$ cat src/rtl/blake_round_ctrl_if.sv
// Host <-> BLAKE round controller signal bundle.
// master = host side (drives start/abort), slave = controller side.
interface blake_round_ctrl_if #(
  parameter int RW = 4
);
  logic          start;
  logic          abort;
  logic          ready;
  logic          busy;
  logic          init_round;
  logic [RW-1:0] round_idx;
  logic          ctrl_finalize;
  logic          done;
  logic [RW+2:0] round_cnt_dbg;

  modport master (
    output start, abort,
    input  ready, busy, init_round, round_idx, ctrl_finalize, done, round_cnt_dbg
  );

  modport slave (
    input  start, abort,
    output ready, busy, init_round, round_idx, ctrl_finalize, done, round_cnt_dbg
  );
endinterface

$ cat src/rtl/blake_round_ctrl.sv
// Sequences one BLAKE-512 block: init strobe, NROUNDS round indices, finalize, done.
// Latency start->done = NROUNDS*CYC_PER_ROUND+2; start is ignored unless ready (no queuing).
module blake_round_ctrl #(
  parameter int NROUNDS       = 16,
  parameter int CYC_PER_ROUND = 1,
  parameter int RW            = 4
) (
  input  logic               clk,
  input  logic               rstb,
  blake_round_ctrl_if.slave  bus
);

  localparam int SW = (CYC_PER_ROUND > 1) ? $clog2(CYC_PER_ROUND) : 1;
  localparam logic [RW-1:0] LAST_R = RW'(NROUNDS - 1);
  localparam logic [SW-1:0] LAST_S = SW'(CYC_PER_ROUND - 1);

  typedef enum logic [1:0] {
    IDLE  = 2'd0,
    ROUND = 2'd1,
    FINAL = 2'd2,
    DONE  = 2'd3
  } state_t;

  state_t        state, state_nxt;
  logic [RW-1:0] round_idx, round_idx_nxt;
  logic [SW-1:0] sub_cnt, sub_cnt_nxt;
  logic [RW+2:0] round_cnt, round_cnt_nxt;
  logic          accept;

  // abort in IDLE masks start so the datapath never captures a cancelled block
  assign accept = (state == IDLE) & bus.start & ~bus.abort;

  always_ff @(posedge clk or negedge rstb) begin
    if (!rstb) begin
      state     <= IDLE;
      round_idx <= '0;
      sub_cnt   <= '0;
      round_cnt <= '0;
    end else begin
      state     <= state_nxt;
      round_idx <= round_idx_nxt;
      sub_cnt   <= sub_cnt_nxt;
      round_cnt <= round_cnt_nxt;
    end
  end

  always_comb begin
    state_nxt     = state;
    round_idx_nxt = round_idx;
    sub_cnt_nxt   = sub_cnt;
    round_cnt_nxt = round_cnt;
    case (state)
      IDLE: begin
        if (accept) begin
          state_nxt     = ROUND;
          round_idx_nxt = '0;
          sub_cnt_nxt   = '0;
          round_cnt_nxt = '0;
        end
      end
      ROUND: begin
        round_cnt_nxt = round_cnt + 1'b1;
        if (bus.abort) begin
          state_nxt     = IDLE;
          round_idx_nxt = '0;
          sub_cnt_nxt   = '0;
        end else if (sub_cnt == LAST_S) begin
          sub_cnt_nxt = '0;
          if (round_idx == LAST_R) begin
            state_nxt     = FINAL;
            round_idx_nxt = '0;
          end else begin
            round_idx_nxt = round_idx + 1'b1;
          end
        end else begin
          sub_cnt_nxt = sub_cnt + 1'b1;
        end
      end
      FINAL:   state_nxt = DONE;
      DONE:    state_nxt = IDLE;
      default: begin
        state_nxt     = IDLE;
        round_idx_nxt = '0;
        sub_cnt_nxt   = '0;
      end
    endcase
  end

  assign bus.ready         = (state == IDLE);
  assign bus.busy          = (state == ROUND) | (state == FINAL);
  assign bus.init_round    = accept;
  assign bus.round_idx     = round_idx;
  assign bus.ctrl_finalize = (state == FINAL);
  assign bus.done          = (state == DONE);
  assign bus.round_cnt_dbg = round_cnt;

endmodule

$ cat src/flat_wrapper.sv
// flat-port wrapper written by rule: the top's interface ports become plain ports
module blake_round_ctrl_flat 
#(
  parameter int NROUNDS       = 16,
  parameter int CYC_PER_ROUND = 1,
  parameter int RW            = 4
)
  (clk, rstb, bus_start, bus_abort, bus_ready, bus_busy, bus_init_round, bus_round_idx, bus_ctrl_finalize, bus_done, bus_round_cnt_dbg);
  blake_round_ctrl_if #(.RW(RW)) bus_i ();
  input  logic clk;
  input  logic rstb;
  input wire logic [$bits(bus_i.start)-1:0] bus_start;
  input wire logic [$bits(bus_i.abort)-1:0] bus_abort;
  output wire logic [$bits(bus_i.ready)-1:0] bus_ready;
  output wire logic [$bits(bus_i.busy)-1:0] bus_busy;
  output wire logic [$bits(bus_i.init_round)-1:0] bus_init_round;
  output wire logic [$bits(bus_i.round_idx)-1:0] bus_round_idx;
  output wire logic [$bits(bus_i.ctrl_finalize)-1:0] bus_ctrl_finalize;
  output wire logic [$bits(bus_i.done)-1:0] bus_done;
  output wire logic [$bits(bus_i.round_cnt_dbg)-1:0] bus_round_cnt_dbg;
  assign bus_i.start = bus_start;
  assign bus_i.abort = bus_abort;
  assign bus_ready = bus_i.ready;
  assign bus_busy = bus_i.busy;
  assign bus_init_round = bus_i.init_round;
  assign bus_round_idx = bus_i.round_idx;
  assign bus_ctrl_finalize = bus_i.ctrl_finalize;
  assign bus_done = bus_i.done;
  assign bus_round_cnt_dbg = bus_i.round_cnt_dbg;
  blake_round_ctrl #(.NROUNDS(NROUNDS), .CYC_PER_ROUND(CYC_PER_ROUND), .RW(RW)) u_core (.clk(clk), .rstb(rstb), .bus(bus_i));
endmodule
$ cat config.mk
export PLATFORM = sky130hd
export DESIGN_NAME = blake_round_ctrl_flat
export DESIGN_NICKNAME = d
export VERILOG_FILES = /design/src/rtl/blake_round_ctrl_if.sv /design/src/rtl/blake_round_ctrl.sv /design/src/flat_wrapper.sv
export SDC_FILE = /design/constraint.sdc
export NUM_CORES = 1
export LEC_CHECK = 0
export ABC_AREA = 1
export BUFFER_PORTS_ARGS = -buffer_cell sky130_fd_sc_hd__buf_4
export CAP_MARGIN = 40
export CELL_PAD_IN_SITES_DETAIL_PLACEMENT = 2
export CELL_PAD_IN_SITES_GLOBAL_PLACEMENT = 2
export CORE_MARGIN = 3
export CORE_UTILIZATION = 31
export CTS_CLUSTER_DIAMETER = 30
export CTS_CLUSTER_SIZE = 24
export DETAILED_ROUTE_END_ITERATION = 12
export GPL_TIMING_DRIVEN = 0
export HOLD_SLACK_MARGIN = 0.08
export PLACE_DENSITY = 0.78
export SYNTH_ARGS = -nofsm -noshare
export SYNTH_HDL_FRONTEND = slang
export SYNTH_SLANG_ARGS = --single-unit
$ cat constraint.sdc
create_clock -name clk -period 3 [get_ports clk]
set_clock_uncertainty 0.1 [all_clocks]
set_input_delay 0.15 -clock clk [delete_from_list [all_inputs] [get_ports clk]]
set_output_delay 0.15 -clock clk [all_outputs]
set_load 0.01 [all_outputs]
==> flow_metrics.env, run 1 <==
export IMPL_status="finished clean"
export IMPL_grt_max_degree=14
export IMPL_place_inst=143
export IMPL_busiest_layer="met2"
export IMPL_antenna_found_initial=0
export IMPL_drive_gt1_share_pct=29.17
export IMPL_postRouteAntennaNets=0
export IMPL_root_buffer="clkbuf_4"
export IMPL_yosysSeqAreaShare_pct=41.07
export IMPL_hold_path_class="in2reg"
export IMPL_place_congestion=0.7294
export IMPL_io_buffers=19
export IMPL_tightest_slew_ns=0.3329
export IMPL_synth_cells=96
export IMPL_globalRouteMet2Util_pct=29.87
export IMPL_routedWlPerCell_um=15.55
export IMPL_drt_total_wl_um=2301
export IMPL_crit_required_ns=2.75
export IMPL_synth_cell_types=19
export IMPL_slew_violations=0
export IMPL_cts_tree="done"
export IMPL_period_needed_ns=1.821
export IMPL_clock_latency_ns=0.28
export IMPL_dpl_hpwl_um=1770
export IMPL_ir_drop_mv=0.3249
export IMPL_post_cts_resize_count=0
export IMPL_rsz0062_at_grt="no"
export IMPL_synthArstFlopShare_pct=100.0
export IMPL_worst_setup_path_type="reg2out"
export IMPL_holdBufCountCts=1
export IMPL_synth_nets=107
export IMPL_firstDrtPassIters=4
export IMPL_max_slew_margin_pct=77.80
export IMPL_drc_errors=0
export IMPL_maxCapViolCount=0
export IMPL_p_leak_nw=0.5305
export IMPL_fin_nets=132
export IMPL_rows=17
export IMPL_grtUsageMet1_pct=17.42
export IMPL_syn_to_final_growth_pct=27.01
export IMPL_yosysTopAreaCell="dfrtp_1"
export IMPL_power_density_nw_per_um2=752.9
export IMPL_synth_edf_count=0
export IMPL_finalSetupTns_ns=0
export IMPL_ys_warnings_count=0
export IMPL_fp_dieW_um=56.55
export IMPL_yosysMostFrequentCell="nand2_1"
export IMPL_synthesis_area_per_instance_um2=8.250
export IMPL_setup_violations=0
export IMPL_post_cts_repair_setup_buffers=0
export IMPL_routed_via_density=5.128
export IMPL_cts_buffers=3
export IMPL_slowest_delay_ns=0.46
export IMPL_placeableCoreArea_um2=2318
export IMPL_die_height_um=56.55
export IMPL_layout_cells_non_filler=148
export IMPL_cp_max_fo=6
export IMPL_syn_area_um2=792.0
export IMPL_antennaDiodeCount=0
export IMPL_critPathLaunchType="flop"
export IMPL_crit_path_top_delay_cell="dfrtp_1"
export IMPL_grt_use_met3_pct=2.759
export IMPL_die_area_um2=3197
export IMPL_ys_ff_latch=13
export IMPL_initialDrtViolationCount=6
export IMPL_clockBufferDepth=2
export IMPL_clk_pin_slew_worst_paths_ns=0.09
export IMPL_hold_viol_final=0
export IMPL_cts_sinks=13
export IMPL_path_cells="inv_1 > ha_1 > nand2_1 > nor2_1 > buf_4"
export IMPL_h_tree_depth=1
export IMPL_grt_usage_pct=15.64
export IMPL_io_pins=20
export IMPL_grt_pass1_vias=852
export IMPL_crit_arrival_ns=1.57
export IMPL_start_util_pct=34.16
export IMPL_num_vias=759
export IMPL_fmax_mhz=549.0
export IMPL_synth_top_cell_area_share_pct=41.07
export IMPL_synth_top_cells_by_area="dfrtp_1, nand2_1, ha_1"
export IMPL_ys_flop_type="dfrtp_1"
export IMPL_crit_path_end_kind="primary output"
export IMPL_finalCritPeriodShare_pct=60.72
export IMPL_grt_overflow_total=0
export IMPL_netlist_top_cells_count="nand2_1, dfrtp_1, nand3_1, ha_1"
export IMPL_grt_first_pass_wirelength_um=3850
## placed cells by master, fill, tap and decap left out, types with 2 or more instances in the layout
cell type / instances
nand4_1: 4
ha_1: 7
dfrtp_1: 13
xor2_1: 2
a21oi_1: 3
buf_4: 19
inv_2: 3
inv_1: 6
clkbuf_4: 3
o21ai_2: 2
nor2_1: 6
nand2_1: 24
o21ai_1: 4
nand2_2: 3
nand3_1: 13
## worst paths after layout
| check | slack [ns] | endpoint | depth (start not counted) | from |
|---|---|---|---|---|
| max in group asynchronous | 2.48 | u_core.bus.round_cnt_dbg[6] | 2 | rstb |
| worst max register to register | 1.32 | u_core.bus.round_cnt_dbg[2] | 8 | flop |
| min in group asynchronous | 0.15 | u_core.bus.round_cnt_dbg[0] | 2 | rstb |
| worst max-delay path | 1.18 | bus_init_round | 5 | u_core.state[0] |
| worst min register to register | 0.46 | u_core.bus.round_idx[1] | 2 | u_core.bus.round_idx[1] |
| worst min-delay path | 0.09 | u_core.bus.round_idx[1] | 4 | bus_abort |
## kinds of logic (layout without fill, tap and decap cells)
kind of cell               count (synthesis)  in the layout  synth area share (%)
buffers and inverters                     11             35                 6.160
xor gates and xnor gates                   2              2                 2.212
and+or+nand+nor                           54             54                 32.86
DFF                                       13             13                 41.07
AOI/OAI and AO/OA                          9              9                 6.635
adders and majority gates                  7              7                 11.06
## registers in the layout, summed over array words and instances (netlist names), named ones only
name / flops
u_core.bus.round_cnt_dbg: 7
u_core.bus.round_idx: 4
u_core.state: 1
## metrics by stage
| step | setup WS [ns] | hold slack [ns] | cell area (um^2) | util, % | power, mW |
|---|---|---|---|---|---|
| final | 1.179 | 0.08864 | 1006 | 43.39 | 0.7574 |
| after global routing | 1.071 | 0.08905 | 1006 | 43.39 | 0.8268 |
| after CTS | 1.166 | 0.08643 | 1006 | 43.39 | 0.7734 |
| after detailed placement | 1.295 | -0.08829 | 969.7 | 41.82 | 0.6544 |
| after global placement | 1.390 | -0.09197 | 969.7 | 41.82 | 0.6248 |
| after floorplan | 1.460 | -0.2456 | 792.0 | - | 0.4954 |
## area by class of cell
cell class	count	area, um^2
fillers	280	1313
repair buffers	20	152.6
flip-flops and latches	13	325.3
plain buffers	1	11.26
inverters	10	37.54
well taps	28	35.03
clock buffers	4	26.28
multi-input cells	72	417.9
## routing by layer
metal  wire [um]  part of all wire [%]
met1         951                    41
met5           0                     0
met4          13                  0.56
met2        1262                    55
met3          73                   3.2
## critical path, delay by kind of cell (launching register included)
family / cells / cell delay [ns]
adder cells (fa/ha/maj): 1 / 0.28
buffers and inverters: 2 / 0.30
flip-flops: 1 / 0.46
AND/OR/NAND/NOR: 2 / 0.26
## report_power, final
part           total (mW)  switching, mW  internal, mW
logic               0.391          0.240         0.151
clock network       0.115         0.0630        0.0515
registers           0.252         0.0458         0.206
Note: power is estimated with default switching activity, not from simulation.
==> inputs of run 2 (changes only) <==
Settings changed: CORE_UTILIZATION 31 to 26, PLACE_DENSITY 0.78 to 0.69.
Clock period 3 ns to 1.55 ns, I/O delays scaled along.
==> run 2 against run 1 <==
Against the previous run: first-iteration DRC count grew 50%; clock power grew 88%; sequential power grew 94%; hold slack gained 0.00066 ns.
==> flow_metrics.env, run 2 (synthesized netlist as in run 1, its figures left out) <==
export IMPL_p_total_mw=1.644
export IMPL_final_common_cell="buf_4"
export IMPL_drive_gt1_share_pct=37.80
export IMPL_start_util_pct=28.00
export IMPL_h_tree_depth=1
export IMPL_cp_max_fo=10
export IMPL_grt_first_pass_wirelength_um=3601
export IMPL_crit_required_ns=1.62
export IMPL_critPathLaunchType="flop"
export IMPL_crit_arrival_ns=1.53
export IMPL_drc_errors=0
export IMPL_grt_pass1_vias=767
export IMPL_postPlaceCellArea_um2=973.4
export IMPL_status="finished clean"
export IMPL_ir_drop_mv=0.8286
export IMPL_crit_path_end_kind="flop"
export IMPL_postLayoutSetupSlackWorst_ns=0.09373
export IMPL_root_buffer="clkbuf_4"
export IMPL_clk_pin_slew_worst_paths_ns=0.08
export IMPL_cts_tree="done"
export IMPL_largest_reg_flops=7
export IMPL_die_area_um2=3744
export IMPL_grt_max_degree=14
export IMPL_antennaDiodeCount=0
export IMPL_tightest_slew_ns=0.2369
export IMPL_final_util_pct=38.92
export IMPL_routed_via_density=4.816
export IMPL_hold_viol_final=0
export IMPL_postRouteAntennaNets=0
export IMPL_p_leak_nw=0.5649
export IMPL_max_slew_margin_pct=84.21
export IMPL_num_vias=761
export IMPL_rsz0062_at_grt="yes"
export IMPL_cts_buffers=3
export IMPL_multi_input_area_um2=445.4
export IMPL_rows=19
export IMPL_initialDrtViolationCount=9
export IMPL_power_density_nw_per_um2=1493
export IMPL_worst_setup_path_type="reg2reg"
export IMPL_place_ws_ns=-0.1357
export IMPL_routedWlPerCell_um=13.97
export IMPL_drt_total_wl_um=2208
export IMPL_layout_common_cells="buf_4, nand2_1, nand3_1"
export IMPL_io_buffers=19
export IMPL_io_pins=20
export IMPL_clock_latency_ns=0.27
export IMPL_fillers=345
export IMPL_fin_nets=139
export IMPL_finalCritPeriodShare_pct=93.95
export IMPL_die_height_um=61.19
export IMPL_clockBufferDepth=2
export IMPL_period_needed_ns=1.456
export IMPL_cts_sinks=13
export IMPL_hold_path_class="in2async"
export IMPL_slew_violations=0
export IMPL_grt_usage_pct=13.20
export IMPL_antenna_found_initial=0
export IMPL_placeableCoreArea_um2=2829
export IMPL_setup_violations=0
export IMPL_fmax_mhz=686.7
export IMPL_fp_dieW_um=61.19
export IMPL_maxCapViolCount=0
export IMPL_place_congestion=0.7035
export IMPL_design_area_um2=1101
export IMPL_firstDrtPassIters=4
export IMPL_dpl_hpwl_um=1680
export IMPL_r2r_setup_slack_ns=0.09
export IMPL_regArea_um2=327.8
export IMPL_grt_overflow_total=0
export IMPL_syn_to_final_growth_pct=39.02
==> run 2: cell types whose count changed in the layout (fill, tap and decap cells not counted) <==
cell           before  now
ha_4                0    2
buf_8               0    1
buf_4              19   25
dfrtp_2             0    2
nor2_1              6    5
inv_1               6    4
nor2_2              1    2
dfrtp_1            13   11
buf_6               1    0
ha_1                7    5
inv_2               3    4
dlygate4sd3_1       1    2
inv_4               0    1
==> run 2: path summary, 6_finish.rpt <==
| path | start | to | cells past startpoint |
|---|---|---|---|
| min in group clk | bus_start | flop | 5 |
| hold reg to reg | flop | flop | 2 |
| setup reg to reg | u_core.state[0] | u_core.bus.round_cnt_dbg[2] | 8 |
| max in group asynchronous | rstb | u_core.state[0] | 2 |
| setup / recovery | u_core.state[0] | u_core.bus.round_cnt_dbg[2] | 8 |
| hold / removal | rstb | u_core.bus.round_cnt_dbg[3] | 2 |
==> run 2: layer usage <==
layer  vias to the layer above  global-route usage, %  part of all wire (%)
met4                         0                  5.573                  0.95
li1                        374                      -                     -
met3                         2                  3.145                   4.5
met1                       371                  15.76                    45
met2                        14                  22.51                    50
met5                         -                      0                     0
==> run 2: cell type report <==
type / instances / share of cell area, %
Multi-Input combinational cell: 72 / 40.45
Sequential cell: 13 / 29.77
Timing Repair Buffer: 27 / 18.86
Inverter: 10 / 3.636
Tap cell: 31 / 3.523
Clock buffer: 4 / 2.386
Buffer: 1 / 1.364
==> run 2: worst max-delay path, cell delays in order, from the launching register on <==
cell and delay, ns:
dfrtp_2 0.45, inv_2 0.10, ha_4 0.16, nand3_2 0.11
nand2_4 0.11, buf_8 0.13, nand3_1 0.07, nand2_1 0.08
nor2_2 0.03
==> run 2: per-stage QoR <==
stage | TNS, ns | std cells | hold WS (ns)
2_1_floorplan | 0 | 96 | -0.3181
3_3_place_gp | -0.3079 | 146 | -0.1602
6_report | 0 | 158 | 0.08929
5_1_grt | -0.01723 | 158 | 0.08704
4_1_cts | 0 | 155 | 0.1496
3_5_place_dp | -0.8634 | 146 | -0.1567
==> run 2: where the power goes <==
part / internal [mW] / total (mW) / leakage [nW] / switching (mW)
registers: 0.403 / 0.490 / 0.174 / 0.0870
clock network: 0.0997 / 0.216 / 0.0150 / 0.116
logic: 0.438 / 0.938 / 0.376 / 0.500
==> run 2: timing repair <==
action | 4_1_cts | 5_1_grt
buffers inserted | 2 | 4
pin swaps | 0 | 2
hold buffers | 3 | 0
hold endpoints to repair | 16 | 0
setup endpoints to repair | 14 | 19
resized for setup | 7 | 4
==> inputs of run 3 (changes only) <==
Settings changed: CORE_MARGIN 3 to not set.
==> run 3 against run 2 <==
Against the previous run: the run now ends with design-rule violations left; clock-buffer cell count unchanged; die area down 13%; combinational power up 16%; clock power up 4%; total power up 10%; final cell count up 0.63%; routed wire length up 8.7%; utilization up 2.1 points; critical endpoint is now u_core.bus.round_cnt_dbg[5]; highest routed layer unchanged.
==> flow_metrics.env, run 3 (synthesized netlist as in run 1, its figures left out) <==
export IMPL_clockBufferDepth=2
export IMPL_drc_errors=2
export IMPL_crit_required_ns=1.62
export IMPL_setup_violations=0
export IMPL_reg2reg_to="u_core.bus.round_cnt_dbg[5]"
export IMPL_hold_path_class="in2async"
export IMPL_largest_reg_flops=7
export IMPL_hold_viol_final=0
export IMPL_die_area_um2=3271
export IMPL_rsz0062_at_grt="yes"
export IMPL_initialDrtViolationCount=18
export IMPL_syn_to_final_growth_pct=46.60
export IMPL_routed_via_density=5.013
export IMPL_final_util_pct=41.04
export IMPL_clk_pin_slew_worst_paths_ns=0.09
export IMPL_status="finished, violations left"
export IMPL_crit_arrival_ns=1.57
export IMPL_antennaDiodeCount=0
export IMPL_cp_max_fo=5
export IMPL_fin_nets=140
export IMPL_die_height_um=57.19
export IMPL_reg2reg_depth=8
export IMPL_firstDrtPassIters=7
export IMPL_finalSetupTns_ns=0
export IMPL_start_util_pct=28.00
export IMPL_ir_drop_mv=0.5609
export IMPL_critPathLaunchType="flop"
export IMPL_layout_cells_non_filler=159
export IMPL_io_pins=20
export IMPL_grt_max_degree=14
export IMPL_finalCritPeriodShare_pct=96.79
export IMPL_drive_gt1_share_pct=40.63
export IMPL_r2r_setup_slack_ns=0.05
export IMPL_rows=19
export IMPL_placeableCoreArea_um2=2829
export IMPL_tightest_slew_ns=0.2859
export IMPL_max_slew_margin_pct=80.94
export IMPL_maxCapViolCount=0
export IMPL_violations="design-rule violations"
export IMPL_p_total_mw=1.815
export IMPL_cts_buffers=3
export IMPL_grt_overflow_total=0
export IMPL_io_buffers=19
export IMPL_fmax_mhz=666.5
export IMPL_worst_setup_path_type="reg2reg"
export IMPL_drt_total_wl_um=2399
export IMPL_cts_tree="done"
export IMPL_root_buffer="clkbuf_4"
export IMPL_h_tree_depth=1
export IMPL_period_needed_ns=1.500
export IMPL_cts_sinks=13
export IMPL_power_density_nw_per_um2=1563
export IMPL_p_leak_nw=0.5857
export IMPL_grt_usage_pct=16.28
export IMPL_grt_first_pass_wirelength_um=4071
export IMPL_clock_latency_ns=0.28
export IMPL_slew_violations=0
export IMPL_antenna_found_initial=0
export IMPL_num_vias=797
export IMPL_routedWlPerCell_um=15.09
export IMPL_fp_dieW_um=57.19
export IMPL_place_inst=146
export IMPL_postRouteAntennaNets=0
export IMPL_grt_pass1_vias=859
export IMPL_crit_path_end="u_core.bus.round_cnt_dbg[5]"
export IMPL_place_congestion=0.6961
export IMPL_layout_common_cells="nand2_1, buf_4, nand3_1"
export IMPL_crit_path_end_kind="flop"
export IMPL_worst_hold_slack_ns=0.07789
export IMPL_dpl_hpwl_um=1602
==> run 3: area by class of cell <==
| type | instances | area (um^2) |
|---|---|---|
| buffer | 1 | 15.01 |
| clock buffer | 4 | 26.28 |
| fill | 319 | 1668 |
| inverter | 10 | 40.04 |
| multi-input combinational | 72 | 467.9 |
| sequential | 13 | 327.8 |
| tap | 31 | 38.79 |
| timing repair buffer | 28 | 245.2 |
==> run 3: worst min path at each step <==
stage	endpoint	slack, ns
2_1_floorplan	asynchronous set/reset pin	-0.32
3_3_place_gp	u_core.bus.round_cnt_dbg[3]	-0.16
3_5_place_dp	u_core.bus.round_cnt_dbg[3]	-0.15
4_1_cts	asynchronous set/reset pin	0.08
5_1_grt	asynchronous set/reset pin	0.08
6_report	asynchronous set/reset pin	0.08
==> run 3: layer usage <==
metal	vias to the layer above	routed length [um]	global-route usage, %
met5	-	0	0
met4	0	15	3.136
met3	2	90	4.535
met2	17	1245	29.75
met1	394	1047	19.04
li1	384	-	-
==> run 3: report_power, final <==
group	internal [mW]	total [mW]	switching (mW)
sequential	0.403	0.497	0.0939
combinational	0.534	1.09	0.559
clock	0.0997	0.224	0.124
==> run 3: what timing repair did <==
| action | in CTS | in global routing |
|---|---|---|
| endpoints found under the setup margin | 14 | 4 |
| resized for setup | 7 | 9 |
| hold endpoints to repair | 16 | 0 |
| pin swaps | 0 | 1 |
| setup buffers | 2 | 4 |
| hold buffers | 2 | 0 |
| cloned | 0 | 1 |
==> run 3: stage by stage <==
stage               setup slack [ns]  cell area (um^2)
floorplan                    0.01009             792.0
global placement            -0.05619             973.4
detailed placement          -0.09142             973.4
CTS                          0.03396              1074
global route                -0.03840              1161
finish                       0.04968              1161
==> run 3: critical path: stages (launching register included) <==
cell and delay [ns]:
dfrtp_1 0.43, inv_2 0.12, ha_4 0.17, nand3_2 0.11, nand2_4 0.13, buf_8 0.12, nand3_1 0.08, nand2_1 0.08
nor2_1 0.04
